--- config.mk ---
export PLATFORM = sky130hd
export DESIGN_NAME = edge_event_arbiter
export DESIGN_NICKNAME = d
export VERILOG_FILES = /design/src/rtl/edge_event_arbiter.sv
export SDC_FILE = /design/constraint.sdc
export NUM_CORES = 1
export LEC_CHECK = 0
export CAP_MARGIN = 20
export CORE_ASPECT_RATIO = 1.1
export CORE_MARGIN = 2
export CORE_UTILIZATION = 42
export DETAILED_ROUTE_END_ITERATION = 12
export MAX_ROUTING_LAYER = met4
export PLACE_DENSITY = 0.67
export SYNTH_ARGS = -nofsm -noshare
export SYNTH_HDL_FRONTEND = slang
export SYNTH_SLANG_ARGS = --single-unit
--- constraint.sdc ---
create_clock -name clk -period 4.7 [get_ports clk]
set_input_delay 0.94 -clock clk [delete_from_list [all_inputs] [get_ports clk]]
set_output_delay 0.94 -clock clk [all_outputs]
set_load 0.01 [all_outputs]
--- src/rtl/edge_event_arbiter.sv ---
// Purpose: detect enabled rise/fall edges on NUM_CH serial lines and serve them round-robin as one event stream.
// Latency: an edge sampled at clock E1 becomes pending and is presented on evt_valid_o after E2 (stage free, no winner ahead of it).
// Backpressure: the output stage holds its event while evt_ready_i is low; an edge on a slot that is still pending is dropped and flagged in ovf_o.
module edge_event_arbiter #(
    parameter int NUM_CH = 4,
    parameter int CH_W   = $clog2(NUM_CH)
) (
    input  logic              clk,
    input  logic              reset,
    input  logic [NUM_CH-1:0] a_i,
    input  logic [NUM_CH-1:0] rise_en_i,
    input  logic [NUM_CH-1:0] fall_en_i,
    output logic              evt_valid_o,
    input  logic              evt_ready_i,
    output logic [CH_W-1:0]   evt_ch_o,
    output logic              evt_type_o,
    output logic [NUM_CH-1:0] ovf_o,
    input  logic              ovf_clr_i
);

    // Slot s = 2*channel + type, type 1 = rise, 0 = fall.
    localparam int NS = 2 * NUM_CH;
    localparam int SW = $clog2(NS);

    logic [NUM_CH-1:0] a_ff_q;
    logic [NS-1:0]     pend_q, pend_d;
    logic [NS-1:0]     new_evt;
    logic [NS-1:0]     clr_mask;
    logic [SW-1:0]     rr_ptr_q, rr_ptr_d;
    logic [SW-1:0]     sel_slot;
    logic              sel_found;
    logic              stage_free;
    logic              do_load;
    logic              vld_q, vld_d;
    logic [CH_W-1:0]   ch_q, ch_d;
    logic              typ_q, typ_d;
    logic [NUM_CH-1:0] ovf_q, ovf_d, ovf_set;

    // Enabled edges against the previous sample of each line.
    always_comb begin
        new_evt = '0;
        for (int c = 0; c < NUM_CH; c++) begin
            new_evt[2*c+1] = a_i[c] & ~a_ff_q[c] & rise_en_i[c];
            new_evt[2*c]   = ~a_i[c] & a_ff_q[c] & fall_en_i[c];
        end
    end

    // Round-robin pick: first pending slot at or above rr_ptr, wrapping at NS.
    always_comb begin
        int            idx;
        logic [SW-1:0] idx_s;
        idx       = 0;
        idx_s     = '0;
        sel_found = 1'b0;
        sel_slot  = '0;
        for (int i = 0; i < NS; i++) begin
            idx = int'(rr_ptr_q) + i;
            if (idx >= NS) begin
                idx = idx - NS;
            end
            idx_s = SW'(idx);
            if (!sel_found && pend_q[idx_s]) begin
                sel_found = 1'b1;
                sel_slot  = idx_s;
            end
        end
    end

    assign stage_free = ~vld_q | evt_ready_i;
    assign do_load    = stage_free & sel_found;

    // Pending/overflow next state: a slot being loaded may take a new edge without overflowing.
    always_comb begin
        clr_mask = '0;
        for (int s = 0; s < NS; s++) begin
            clr_mask[s] = do_load && (sel_slot == SW'(s));
        end
        pend_d = (pend_q & ~clr_mask) | new_evt;
        for (int c = 0; c < NUM_CH; c++) begin
            ovf_set[c] = |(new_evt[2*c +: 2] & pend_q[2*c +: 2] & ~clr_mask[2*c +: 2]);
        end
        // A same-cycle overflow wins over the clear.
        ovf_d = (ovf_clr_i ? '0 : ovf_q) | ovf_set;
    end

    // Output stage and pointer advance on each load; the stage holds while stalled.
    always_comb begin
        vld_d    = vld_q;
        ch_d     = ch_q;
        typ_d    = typ_q;
        rr_ptr_d = rr_ptr_q;
        if (stage_free) begin
            vld_d = sel_found;
        end
        if (do_load) begin
            ch_d     = CH_W'(sel_slot >> 1);
            typ_d    = sel_slot[0];
            rr_ptr_d = (sel_slot == SW'(NS - 1)) ? '0 : sel_slot + SW'(1);
        end
    end

    // State registers, all cleared asynchronously.
    always_ff @(posedge clk or negedge reset) begin
        if (!reset) begin
            a_ff_q   <= '0;
            pend_q   <= '0;
            rr_ptr_q <= '0;
            vld_q    <= 1'b0;
            ch_q     <= '0;
            typ_q    <= 1'b0;
            ovf_q    <= '0;
        end else begin
            a_ff_q   <= a_i;
            pend_q   <= pend_d;
            rr_ptr_q <= rr_ptr_d;
            vld_q    <= vld_d;
            ch_q     <= ch_d;
            typ_q    <= typ_d;
            ovf_q    <= ovf_d;
        end
    end

    assign evt_valid_o = vld_q;
    assign evt_ch_o    = ch_q;
    assign evt_type_o  = typ_q;
    assign ovf_o       = ovf_q;

endmodule

==> qor.yml <==
netlist_area_um2: 2020
drtIter0Drc: 169
fmax_ghz: 0.230
die_height_um: 76.8
grt_pass1_wl_mm: 7.94
num_vias: 1690
r2r-start: "rr_ptr_q[1]"
drive_gt1_share_pct: 17.0
grt_pass1_vias: 1623
min_to: "ovf_o[1]"
place_congestion: 0.926
min_path_cells: 2
fin_skew_ns: 0.00872
hold_start: "ovf_o[1]"
io_buffers: 23
wire_per_inst_um: 17.1
hp-class: "flip-flop to flip-flop"
firstDrtPassIters: 4
tritoncts: "built"
post_cts_buffers: 0
dieWidth_um: 70.2
hold_viol_final: 0
worstSetupPathType: "flip-flop to flip-flop"
worst_pin_slew_ns: 0.627
antennaDiodeCount: 0
drc_errors: 0
synth_nets: 227
synth_flop_cell: "dfrtp_1"
startpoint_type: "flip-flop"
core_area_um2: 4650
cts_root_buf: "clkbuf_8"
crit_fanout: 13
layout.area.seq_um2: 576
grt_max_degree: 24
yosys_warnings: 0
critPathArrivalTime_ns: 4.52
fillers: 436
required_ns: 4.86
drtAntennaViolNets: 0
wirelength_mm: 4.79
worstSetupEndpointType: "flip-flop"
gr-total-overflow: 0
r2r_slack_ns: 0.34
initial_core_util_pct: 43.5
ys_types: 55
fin_crit_sh_pct: 92.7
status: "finished, final reports clean"
pin_count: 24
holdBufCountCts: 0
ctsLongestPathBuffers: 2
worstSkewPairLatency_ns: 0.27
fin_tns_setup_ns: 0
synth_edf_count: 0
grtUsageTotal_pct: 18.9
dpl.hpwl_mm: 3.59
clkTransAtPathRegs_ns: 0.09
worstRegToRegCells: 14
synth.avg_cell_area_um2: 9.97
setup_violations: 0
cts_num_sinks: 23
post_cts_resized: 0
r2r_end: "ovf_o[3]"
multiInputGateArea_um2: 1330
synth-seq-cells: 23
syn-instance-count: 203
ys_async_sr_fraction_pct: 100
fin_crit_ns: 4.36
ys_seq_area_share_pct: 28.4
slew_headroom_pct: 57.0
rows: 26
cts_max_level: 1
drv_slew: 0
vias_per_cell: 6.04
drv_cap: 0
antenna_found_initial: 0
final_nets: 249
rsz0062_at_grt: "no"
numCtsBuffers: 3
dieArea_um2: 5390
area_delta_synth_final_pct: 16.0
-- cells in the final DEF, fill, tap and decap left out, types with 4 or more instances in the layout --
| master | synthesis | final |
|---|---|---|
| a21oi_1 | 12 | 12 |
| mux2i_1 | 11 | 11 |
| nand2_1 | 17 | 17 |
| dfrtp_1 | 23 | 23 |
| clkdlybuf4s50_1 | 0 | 23 |
| o22ai_1 | 5 | 5 |
| nor2b_1 | 6 | 6 |
| a221oi_1 | 4 | 4 |
| mux4_2 | 12 | 12 |
| o21ai_0 | 6 | 6 |
| inv_1 | 9 | 9 |
| nor2_1 | 20 | 20 |
| ha_1 | 8 | 8 |
-- worst max path at each step --
stage	start	end	slack (ns)	cells past startpoint
final	rr_ptr_q[1]	ovf_o[3]	0.34	14
after global routing	rr_ptr_q[1]	ovf_o[3]	0.09	14
after CTS	rr_ptr_q[1]	ovf_o[3]	0.37	14
after detailed placement	rr_ptr_q[1]	ovf_o[3]	0.38	14
after global placement	rr_ptr_q[1]	ovf_o[0]	0.54	14
after floorplan	rr_ptr_q[1]	rr_ptr_q[0]	0.86	15
-- metal layers --
metal  vias up  wire (µm)  global-route usage [%]  share of wire, %
met2        57       2260                    27.5                47
met5         -          0                       -                 0
met3         9        236                    2.37               4.9
met1       818       2210                    27.0                46
li1        806          -                       -                 -
met4         0         82                    7.12               1.7
-- state kept, by name (all words and copies together) (netlist names) --
name / count
pend_q: 8
rr_ptr_q: 3
ovf_o: 4
evt_ch_o: 2
evt_valid_o: 1
evt_type_o: 1
a_ff_q: 4
-- cell usage after synthesis, types with 3 or more instances --
library cell | instances | area, µm²
ha_1 | 8 | 100
dfrtp_1 | 23 | 576
nor2b_1 | 6 | 37.5
mux2_2 | 3 | 33.8
and3b_1 | 3 | 26.3
buf_6 | 5 | 56.3
clkbuf_1 | 3 | 11.3
a21oi_1 | 12 | 60.1
o22ai_1 | 5 | 31.3
a221oi_1 | 4 | 35.0
o21ai_0 | 6 | 30.0
mux2_4 | 3 | 45.0
nand3_1 | 3 | 15.0
mux4_2 | 12 | 270
and2_1 | 3 | 18.8
nand2_1 | 17 | 63.8
mux2i_1 | 11 | 110
inv_1 | 9 | 33.8
nor2_1 | 20 | 75.1
-- stage by stage --
stage	setup WS, ns	utilization, %	instance area (µm²)	std cells	hold slack [ns]
floorplan	0.857	-	2020	203	0.517
global placement	0.536	48.8	2270	275	0.501
detailed placement	0.377	48.8	2270	275	0.495
CTS	0.374	49.8	2320	279	0.526
global route	0.0943	50.4	2350	280	0.538
finish	0.344	50.4	2350	280	0.525
-- worst max-delay path, cell delays in order, from the launching register on --
cell and delay (ns):
dfrtp_1 0.56, clkinv_1 0.34, ha_1 0.71, mux4_2 0.43, mux2_1 0.33, or3_4 0.43
nor2_4 0.14, nand2_1 0.07, a32o_1 0.31, inv_1 0.09, ha_1 0.19, ha_1 0.20
a21boi_2 0.08, a221oi_1 0.29, a21oi_1 0.07
-- final cells by class --
type / count / area share, %
sequential: 23 / 24.5
inverter: 10 / 1.60
clock buffer: 3 / 1.76
timing repair buffer: 27 / 11.9
clock inverter: 1 / 0.320
multi-input combinational: 160 / 56.9
tap: 56 / 2.99
-- kinds of logic (layout without fill, tap and decap cells) --
logic type      count (synthesis)  count (layout)  synth area share [%]
flops                          23              23                  28.4
simple gates                   72              72                  19.6
fa+ha+maj                       8               8                  4.95
compound gates                 48              48                  17.3
xor+xnor                        2               2                 0.866
mux                            30              30                  23.3
buf+inv                        20              41                  5.63
Power is left out: the tool's default activity adds up to more than one toggle a clock period on the data nets, which glitch-free logic cannot reach.
